### src/rtl/seq_shifter_pkg.sv
// seq_shifter_pkg: shared types and helpers for the handshaked iterative shifter.
package seq_shifter_pkg;
  typedef enum logic [1:0] {SHIFT_SLL, SHIFT_SRL, SHIFT_SRA, SHIFT_ROL} shift_op_e;
  typedef enum logic [1:0] {ST_IDLE, ST_SHIFT, ST_DONE} state_e;
  // Shifts clamp at width; rotates wrap. ovf flags amounts beyond the width.
  function automatic int unsigned calc_count(input int unsigned amt, input int unsigned width,
                                             input shift_op_e op, output logic ovf);
    ovf = amt > width;
    return op == SHIFT_ROL ? amt % width : (ovf ? width : amt);
  endfunction
  // An over-range shift ends with carry 0, or the sign for SRA; rotates are unaffected.
  function automatic logic final_carry(input logic ovf, input shift_op_e op, input logic c, input logic msb);
    return (!ovf || op == SHIFT_ROL) ? c : (op == SHIFT_SRA) && msb;
  endfunction
endpackage

### src/rtl/seq_shifter_if.sv
// seq_shifter_if: request/result handshake bundle between operand source and writeback.
interface seq_shifter_if #(parameter int WIDTH = 8);
  import seq_shifter_pkg::*;
  localparam int AMT_W = $clog2(WIDTH) + 1;
  logic in_valid;
  logic in_ready;
  logic [WIDTH-1:0] in_data;
  logic [AMT_W-1:0] in_amt;
  shift_op_e in_op;
  logic out_valid;
  logic out_ready;
  logic [WIDTH-1:0] out_data;
  logic out_carry;
  logic out_zero;
  logic busy;
  modport master(output in_valid, in_data, in_amt, in_op, out_ready,
                 input in_ready, out_valid, out_data, out_carry, out_zero, busy);
  modport slave(input in_valid, in_data, in_amt, in_op, out_ready,
                output in_ready, out_valid, out_data, out_carry, out_zero, busy);
endinterface

### src/rtl/seq_shifter_step.sv
// shift_step: combinational shift/rotate by STEP bits, carry is the last bit moved out.
module shift_step
  import seq_shifter_pkg::*;
#(
  parameter int WIDTH = 8,
  parameter int STEP = 1
) (
  input  logic [WIDTH-1:0] data,
  input  shift_op_e        op,
  output logic [WIDTH-1:0] next_data,
  output logic             carry
);
  logic [WIDTH:0] sl, sr, sa;
  logic [WIDTH-1:0] rl;
  // One spare bit on the exit side captures the carry for every op.
  assign sl = {1'b0, data} << STEP;
  assign sr = {data, 1'b0} >> STEP;
  assign sa = $signed({data, 1'b0}) >>> STEP;
  assign rl = (data << STEP) | (data >> (WIDTH - STEP));
  always_comb begin
    next_data = op == SHIFT_SLL ? sl[WIDTH-1:0] : op == SHIFT_SRL ? sr[WIDTH:1] : op == SHIFT_SRA ? sa[WIDTH:1] : rl;
    carry = op == SHIFT_SLL ? sl[WIDTH] : op == SHIFT_SRL ? sr[0] : op == SHIFT_SRA ? sa[0] : rl[0];
  end
endmodule

### src/rtl/seq_shifter.sv
// seq_shifter: handshaked SLL/SRL/SRA/ROL shifter with carry and zero flags, one bit per clock.
// Define SEQ_SHIFTER_FAST_EN to replace the iteration with a single-cycle barrel shifter.
module seq_shifter
  import seq_shifter_pkg::*;
#(
  parameter int WIDTH = 8
) (
  input logic clk,
  input logic rst_n,
  seq_shifter_if.slave bus
);
  localparam int AMT_W = $clog2(WIDTH) + 1;
  state_e state;
  logic [WIDTH-1:0] data;
  logic carry, zero, req_ovf;
  logic [AMT_W-1:0] req_count;
  assign bus.in_ready  = state == ST_IDLE;
  assign bus.out_valid = state == ST_DONE;
  assign bus.busy      = state != ST_IDLE;
  assign bus.out_data  = data;
  assign bus.out_carry = carry;
  assign bus.out_zero  = zero;
  always_comb begin
    req_ovf = 1'b0;
    req_count = AMT_W'(calc_count(32'(bus.in_amt), WIDTH, bus.in_op, req_ovf));
  end
`ifdef SEQ_SHIFTER_FAST_EN
  localparam int L = $clog2(WIDTH);
  logic [WIDTH-1:0] bd [L+2];
  logic bc [L+2];
  logic [WIDTH-1:0] sd [L+1];
  logic sc [L+1];
  assign bd[0] = bus.in_data;
  assign bc[0] = 1'b0;
  // Stage k moves 2**k bits; the last enabled stage supplies the overall carry.
  for (genvar k = 0; k <= L; k++) begin : g_stage
    shift_step #(.WIDTH(WIDTH), .STEP(1 << k)) u_step (
      .data(bd[k]), .op(bus.in_op), .next_data(sd[k]), .carry(sc[k]));
    assign bd[k+1] = req_count[k] ? sd[k] : bd[k];
    assign bc[k+1] = req_count[k] ? sc[k] : bc[k];
  end
  always_ff @(posedge clk or negedge rst_n) begin
    if (!rst_n) begin
      state <= ST_IDLE;
      data  <= '0;
      carry <= 1'b0;
      zero  <= 1'b0;
    end else if (state == ST_IDLE) begin
      if (bus.in_valid) begin
        data  <= bd[L+1];
        carry <= final_carry(req_ovf, bus.in_op, bc[L+1], bd[L+1][WIDTH-1]);
        zero  <= bd[L+1] == '0;
        state <= ST_DONE;
      end
    end else if (bus.out_ready) state <= ST_IDLE;
  end
`else
  shift_op_e op;
  logic [AMT_W-1:0] count;
  logic ovf, step_carry;
  logic [WIDTH-1:0] step_data;
  shift_step #(.WIDTH(WIDTH), .STEP(1)) u_step (
    .data(data), .op(op), .next_data(step_data), .carry(step_carry));
  always_ff @(posedge clk or negedge rst_n) begin
    if (!rst_n) begin
      state <= ST_IDLE;
      data  <= '0;
      count <= '0;
      carry <= 1'b0;
      zero  <= 1'b0;
      ovf   <= 1'b0;
      op    <= SHIFT_SLL;
    end else begin
      case (state)
        ST_IDLE: if (bus.in_valid) begin
          data  <= bus.in_data;
          op    <= bus.in_op;
          count <= req_count;
          ovf   <= req_ovf;
          carry <= 1'b0;
          zero  <= bus.in_data == '0;
          state <= req_count == '0 ? ST_DONE : ST_SHIFT;
        end
        ST_SHIFT: begin
          data  <= step_data;
          count <= count - AMT_W'(1);
          carry <= count == AMT_W'(1) ? final_carry(ovf, op, step_carry, step_data[WIDTH-1]) : step_carry;
          zero  <= step_data == '0;
          state <= count == AMT_W'(1) ? ST_DONE : ST_SHIFT;
        end
        default: if (bus.out_ready) state <= ST_IDLE;
      endcase
    end
  end
`endif
endmodule

### src/flat_wrapper.sv
// flat-port wrapper written by rule: the top's interface ports become plain ports
module seq_shifter_flat import seq_shifter_pkg::*;
#(
  parameter int WIDTH = 8
)
  (clk, rst_n, bus_in_valid, bus_in_data, bus_in_amt, bus_in_op, bus_out_ready, bus_in_ready, bus_out_valid, bus_out_data, bus_out_carry, bus_out_zero, bus_busy);
  seq_shifter_if #(.WIDTH(WIDTH)) bus_i ();
  input logic clk;
  input logic rst_n;
  input wire logic [$bits(bus_i.in_valid)-1:0] bus_in_valid;
  input wire logic [$bits(bus_i.in_data)-1:0] bus_in_data;
  input wire logic [$bits(bus_i.in_amt)-1:0] bus_in_amt;
  input wire logic [$bits(bus_i.in_op)-1:0] bus_in_op;
  input wire logic [$bits(bus_i.out_ready)-1:0] bus_out_ready;
  output wire logic [$bits(bus_i.in_ready)-1:0] bus_in_ready;
  output wire logic [$bits(bus_i.out_valid)-1:0] bus_out_valid;
  output wire logic [$bits(bus_i.out_data)-1:0] bus_out_data;
  output wire logic [$bits(bus_i.out_carry)-1:0] bus_out_carry;
  output wire logic [$bits(bus_i.out_zero)-1:0] bus_out_zero;
  output wire logic [$bits(bus_i.busy)-1:0] bus_busy;
  assign bus_i.in_valid = bus_in_valid;
  assign bus_i.in_data = bus_in_data;
  assign bus_i.in_amt = bus_in_amt;
  assign bus_i.in_op = bus_in_op;
  assign bus_i.out_ready = bus_out_ready;
  assign bus_in_ready = bus_i.in_ready;
  assign bus_out_valid = bus_i.out_valid;
  assign bus_out_data = bus_i.out_data;
  assign bus_out_carry = bus_i.out_carry;
  assign bus_out_zero = bus_i.out_zero;
  assign bus_busy = bus_i.busy;
  seq_shifter #(.WIDTH(WIDTH)) u_core (.clk(clk), .rst_n(rst_n), .bus(bus_i));
endmodule
### config.mk
export PLATFORM = sky130hd
export DESIGN_NAME = seq_shifter_flat
export DESIGN_NICKNAME = d
export VERILOG_FILES = /design/src/rtl/seq_shifter_pkg.sv /design/src/rtl/seq_shifter_if.sv /design/src/rtl/seq_shifter_step.sv /design/src/rtl/seq_shifter.sv /design/src/flat_wrapper.sv
export SDC_FILE = /design/constraint.sdc
export NUM_CORES = 1
export LEC_CHECK = 0
export CORE_ASPECT_RATIO = 1.25
export CORE_MARGIN = 1
export CORE_UTILIZATION = 30
export DETAILED_ROUTE_END_ITERATION = 10
export PLACE_DENSITY = 0.61
export SYNTH_ARGS = -nofsm -noshare
export SYNTH_HDL_FRONTEND = slang
export SYNTH_HIERARCHICAL = 1
export SYNTH_SLANG_ARGS = --single-unit
### constraint.sdc
create_clock -name clk -period 2.4 [get_ports clk]
set_clock_uncertainty 0.1 [all_clocks]
set_input_delay 0.36 -clock clk [delete_from_list [all_inputs] [get_ports clk]]
set_output_delay 0.36 -clock clk [all_outputs]
set_load 0.1 [all_outputs]
; Word level (Yosys, flattened, before mapping)
; Index checks and enable logic that the tools add are counted.
[totals]
elab_cells = 55
register_bits = 19
inputBits = 18
[classes]
bitwise = 1
mux = 23
n_lt_le_gt_ge = 1
n_addsub = 1
n_reduce_logical = 14
eq_ne = 8
[op_table]
columns = operator, count
row1 = 8-bit 2-to-1 mux, 4
row2 = 8-bit logical NOT, 2
row3 = 8-bit case mux with 2 select lines, 1
row4 = 4-bit 2-to-1 mux, 3
row5 = "2-bit == test, second input constant", 4
row6 = 2-bit 2-to-1 mux, 4
row7 = 8-bit by 1-bit OR with 8-bit output, 1
row8 = 4-bit case mux with 2 select lines, 1
row9 = 1-bit 2-to-1 mux, 7
row10 = 2-bit AND reduction, 3
row11 = "2-bit by 1-bit == test with 1-bit output, second input constant", 2
row12 = "4-bit by 1-bit == test with 1-bit output, second input constant", 1
row13 = "4-bit greater-than comparator, second input constant", 1
row14 = 2-bit logical NOT, 2
row15 = 4-bit logical NOT, 1
row16 = 1-bit case mux with 2 select lines, 2
row17 = 2-bit case mux with 2 select lines, 1
row18 = 2-bit nonzero test, 2
row19 = "4-bit by 1-bit subtractor with 4-bit output, second input constant", 1
row20 = 3-bit nonzero test, 1
row21 = "2-bit inequality test, second input constant", 1
row22 = 1-bit logical AND, 1
row23 = 1-bit logical NOT, 1
row24 = 1-bit logical OR, 1

; Longest topological paths before layout
[logic_depth]
word_depth = 8
mapped_depth = 5
mapped_depth_nobuf = 5

; By module
; The synthesis kept the hierarchy.
[by_module_without_submodules]
columns = mod, seq_area_each_um2, n_inst, cells_per_inst, area_each_um2
row1 = seq_shifter, 475.5, 1, 120, 1147.4
row2 = shift_step, 0.0, 1, 14, 142.6

; Least setup slack after synthesis
; Ideal clock, no wire load.
[synth_timing]
kind = flip-flop to output port
from = register u_core.state[1]
to = output port bus_out_valid
arrival_time_ns = 2.018
stages_incl_launch_ff = 4
required_time_ns = 1.940
path_slack_ns = -0.078
cell_sequence = dfrtp_1 -> clkbuf_8 -> clkbuf_8 -> nor2b_1
[synth_between]
elab_chain_len = 1
[synth_lines]
columns = item, line
row1 = "start, declared", seq_shifter.sv:13  ; state_e state;
row2 = "start signal, assigned", seq_shifter.sv:82  ; state <= req_count == '0 ? ST_DONE : ST_SHIFT;
row3 = "start signal, assigned", seq_shifter.sv:89  ; state <= count == AMT_W'(1) ? ST_DONE : ST_SHIFT;
row4 = 2-bit == test, seq_shifter.sv:18  ; assign bus.out_valid = state == ST_DONE;
row5 = "end, declared", flat_wrapper.sv:16  ; output wire logic [$bits(bus_i.out_valid)-1:0] bus_out_valid;
; No other way between the ends.

; Worst setup path in the final report
[layout_timing]
from = register u_core.state[1]
to = output port bus_in_ready
[layout_between]
elab_chain_len = 1
[layout_lines]
columns = item, line
row1 = 2-bit logical NOT, seq_shifter.sv:17  ; assign bus.in_ready = state == ST_IDLE;
row2 = "end, declared", flat_wrapper.sv:15  ; output wire logic [$bits(bus_i.in_ready)-1:0] bus_in_ready;
; No other way between the ends.

==> metrics.log <==
[metrics] unrepaired setup endpoints after global routing: false
[metrics] # Post-CTS Setup Buffers: 0
[metrics] post-synthesis sequential element count: 19
[metrics] floorplan die area: 4570 um^2
[metrics] ys async rst share: 1.00
[metrics] clock edge transition at the registers on the reported setup and hold paths: 0.07 ns
[metrics] number of nets still failing antenna checks after routing: 0
[metrics] Global Route Usage Sum: 0.171
[metrics] cells resized by post-CTS repair: 0
[metrics] die extent in x: 60.7 um
[metrics] area of the multi-input gates: 747 um^2
[metrics] number of detailed-route iterations in the first pass: 4
[metrics] worst path arrival time: 1.59 ns
[metrics] count of fill cells added during filler insertion: 442
[metrics] mean cell area of the mapped netlist: 9.63 um^2
[metrics] biggest area consumer among synthesized cells: sky130_fd_sc_hd__dfrtp_1
[metrics] clk_lat worst skew: 0.25 ns
[metrics] sequential element share of the synthesized area: 0.369
[metrics] Core Region: 4100 um^2
[metrics] count of nets after finishing: 187
[metrics] top post-synthesis cells by count: sky130_fd_sc_hd__dfrtp_1, sky130_fd_sc_hd__o21ai_0, sky130_fd_sc_hd__mux2_2
[metrics] number of synthesized flops with an enable pin: 0
[metrics] clock tree from TritonCTS: done
[metrics] antenna diode count: 0
[metrics] post-route minimum period: 2.05 ns
[metrics] crit path capture type: primary output
[metrics] I/O Pins: 31
[metrics] cell row count: 26
[metrics] max-slew violation count: 0
[metrics] overall die height: 75.3 um
[metrics] number of levels in the clock H-tree: 1
[metrics] proportion of layout cells with a drive suffix above 1: 0.259
[metrics] antenna violations before repair: 0
[metrics] final weighted congestion in routability-driven placement: 0.796
[metrics] critical path class: register to primary output
[metrics] Post-Syn Area: 1290 um^2
[metrics] largest net degree at the start of global routing: 22
[metrics] clock sink count: 19
[metrics] run status: finished, final reports clean
[metrics] count of port buffers added during placement: 30
[metrics] starting utilization of the core area: 0.315
[metrics] yosys warns: 6
[metrics] count of cell types in the netlist: 40
[metrics] root buffer cell: sky130_fd_sc_hd__clkbuf_8
[metrics] Post-Synthesis Net Count: 154
[metrics] worst rel slew slack: 0.561
[metrics] number of buffers inserted during clock tree synthesis: 3
[metrics] DRC violation count after routing: 0
[metrics] hold bufs inserted after CTS: 0
[metrics] post-route fraction of the period consumed by the critical path: 0.856
[metrics] Setup-failing EPs final: 0
[metrics] share of Yosys cell area claimed by the top area cell type: 0.369
[metrics] Syn-to-layout area delta: 31.7%
[metrics] estimated wirelength of the detail-placed design: 2630 um
[metrics] Max Clock Freq: 487 MHz
[metrics] top flip-flop cell by instance count after synthesis: sky130_fd_sc_hd__dfrtp_1
[metrics] Slew @ Worst Pin: 0.659 ns
[metrics] final routed wire length divided by cell count: 15.4 um
[metrics] max-cap violation count: 0
[metrics] number of instances in the synthesized netlist: 134
[metrics] vias in the first global route: 1228
[metrics] data required time at the worst endpoint: 1.94 ns
[metrics] Detailed Route Iter0 Violations: 50
[metrics] cell types with the largest area share after synthesis: sky130_fd_sc_hd__dfrtp_1, sky130_fd_sc_hd__mux2_2, sky130_fd_sc_hd__o21ai_0
[metrics] crit path max fanout: 21
[metrics] average via count per standard cell: 5.21
[metrics] clk buf depth: 2
[metrics] final-report hold violation count: 0
[metrics] Sequential cell area: 475 um^2
[metrics] total routed wirelength: 3420 um
[metrics] wire length of the first global-routing pass: 5800 um
[metrics] sum of negative setup slack: 0 ns
[metrics] total number of vias: 1156
[metrics] worst min-delay path class: input port to async pin
[metrics] type of origin of the critical path: register
[metrics] total overflow reported by the global router: 0
[metrics] cell with the most instances after synthesis: sky130_fd_sc_hd__dfrtp_1
[sequential cells by signal, indices dropped and copies added, names as in the netlist]
| register | count |
|---|---|
| u_core/bus.out_zero | 1 |
| u_core/op | 2 |
| u_core/bus.out_data | 8 |
| u_core/state | 2 |
| u_core/count | 4 |
| u_core/bus.out_carry | 1 |
| u_core/ovf | 1 |
[cell type report]
type	instances	area share
Clock buffer	4	0.0265
Inverter	5	0.0110
Multi-Input combinational cell	103	0.440
Sequential cell	19	0.280
Tap cell	56	0.0412
Timing Repair Buffer	35	0.202
[per-layer routing]
| metal | wire length (um) | track usage | vias up |
|---|---|---|---|
| met5 | 0 | 0 | - |
| li1 | - | - | 561 |
| met3 | 122 | 0.0272 | 4 |
| met1 | 1560 | 0.211 | 554 |
| met4 | 21 | 0.0480 | 0 |
| met2 | 1720 | 0.304 | 37 |
[kinds of logic (layout without fill, tap and decap cells)]
| logic type | count (synthesis) | in the layout | synth area share |
|---|---|---|---|
| AO/OA/AOI/OAI | 42 | 42 | 0.212 |
| XOR/XNOR | 1 | 1 | 0.0126 |
| adder cells (fa/ha/maj) | 2 | 2 | 0.0194 |
| buffers and inverters | 12 | 44 | 0.0543 |
| flip-flops | 19 | 19 | 0.369 |
| multiplexers | 14 | 14 | 0.120 |
| AND/OR/NAND/NOR | 44 | 44 | 0.212 |
[cells in the final DEF, fill, tap and decap left out, types with 2 or more instances in the layout]
master and count:
sky130_fd_sc_hd__clkdlybuf4s50_1 17, sky130_fd_sc_hd__buf_12 3, sky130_fd_sc_hd__clkbuf_8 3, sky130_fd_sc_hd__dfrtp_1 19, sky130_fd_sc_hd__nand3_1 6, sky130_fd_sc_hd__buf_4 15, sky130_fd_sc_hd__o21ai_0 14, sky130_fd_sc_hd__nor3b_1 2
sky130_fd_sc_hd__nor2b_1 10, sky130_fd_sc_hd__nand2b_1 2, sky130_fd_sc_hd__nand2_1 7, sky130_fd_sc_hd__a21oi_1 9, sky130_fd_sc_hd__nor2_1 3, sky130_fd_sc_hd__o211ai_1 2, sky130_fd_sc_hd__inv_1 5, sky130_fd_sc_hd__mux2i_1 2
sky130_fd_sc_hd__mux2_2 12, sky130_fd_sc_hd__ha_1 2, sky130_fd_sc_hd__a22oi_1 8, sky130_fd_sc_hd__nor4_1 4
[critical path: stages (launching register included)]
cell and delay (ns):
sky130_fd_sc_hd__dfrtp_1 0.63, sky130_fd_sc_hd__or2_2 0.43, sky130_fd_sc_hd__inv_1 0.10, sky130_fd_sc_hd__buf_12 0.18
[through the flow]
| stage | hold WS (ns) | setup slack (ns) | cell area [um^2] | util | cells |
|---|---|---|---|---|---|
| 2_1_floorplan | -0.0356 | 0.212 | 1290 | - | 134 |
| 3_3_place_gp | 0.393 | 0.430 | 1650 | 0.404 | 218 |
| 3_5_place_dp | 0.376 | 0.400 | 1650 | 0.404 | 218 |
| 4_1_cts | 0.355 | 0.335 | 1700 | 0.415 | 222 |
| 5_1_grt | 0.365 | 0.268 | 1700 | 0.415 | 222 |
| 6_report | 0.347 | 0.346 | 1700 | 0.415 | 222 |
[worst paths after layout]
path                                       from                endpoint  slack (ns)  cells past startpoint
max                             u_core/state[1]            bus_in_ready        0.35                      3
min                                       rst_n              u_core/ovf        0.35                      2
max reg2reg                        u_core/op[1]     u_core/bus.out_zero        0.48                      5
min reg2reg                u_core/bus.out_carry    u_core/bus.out_carry        0.38                      2
max in group asynchronous                 rst_n  u_core/bus.out_data[2]        1.65                      2
min in group clk           u_core/bus.out_carry    u_core/bus.out_carry        0.38                      2
Power is left out: the tool's default activity adds up to more than one toggle a clock period on the data nets, which glitch-free logic cannot reach.
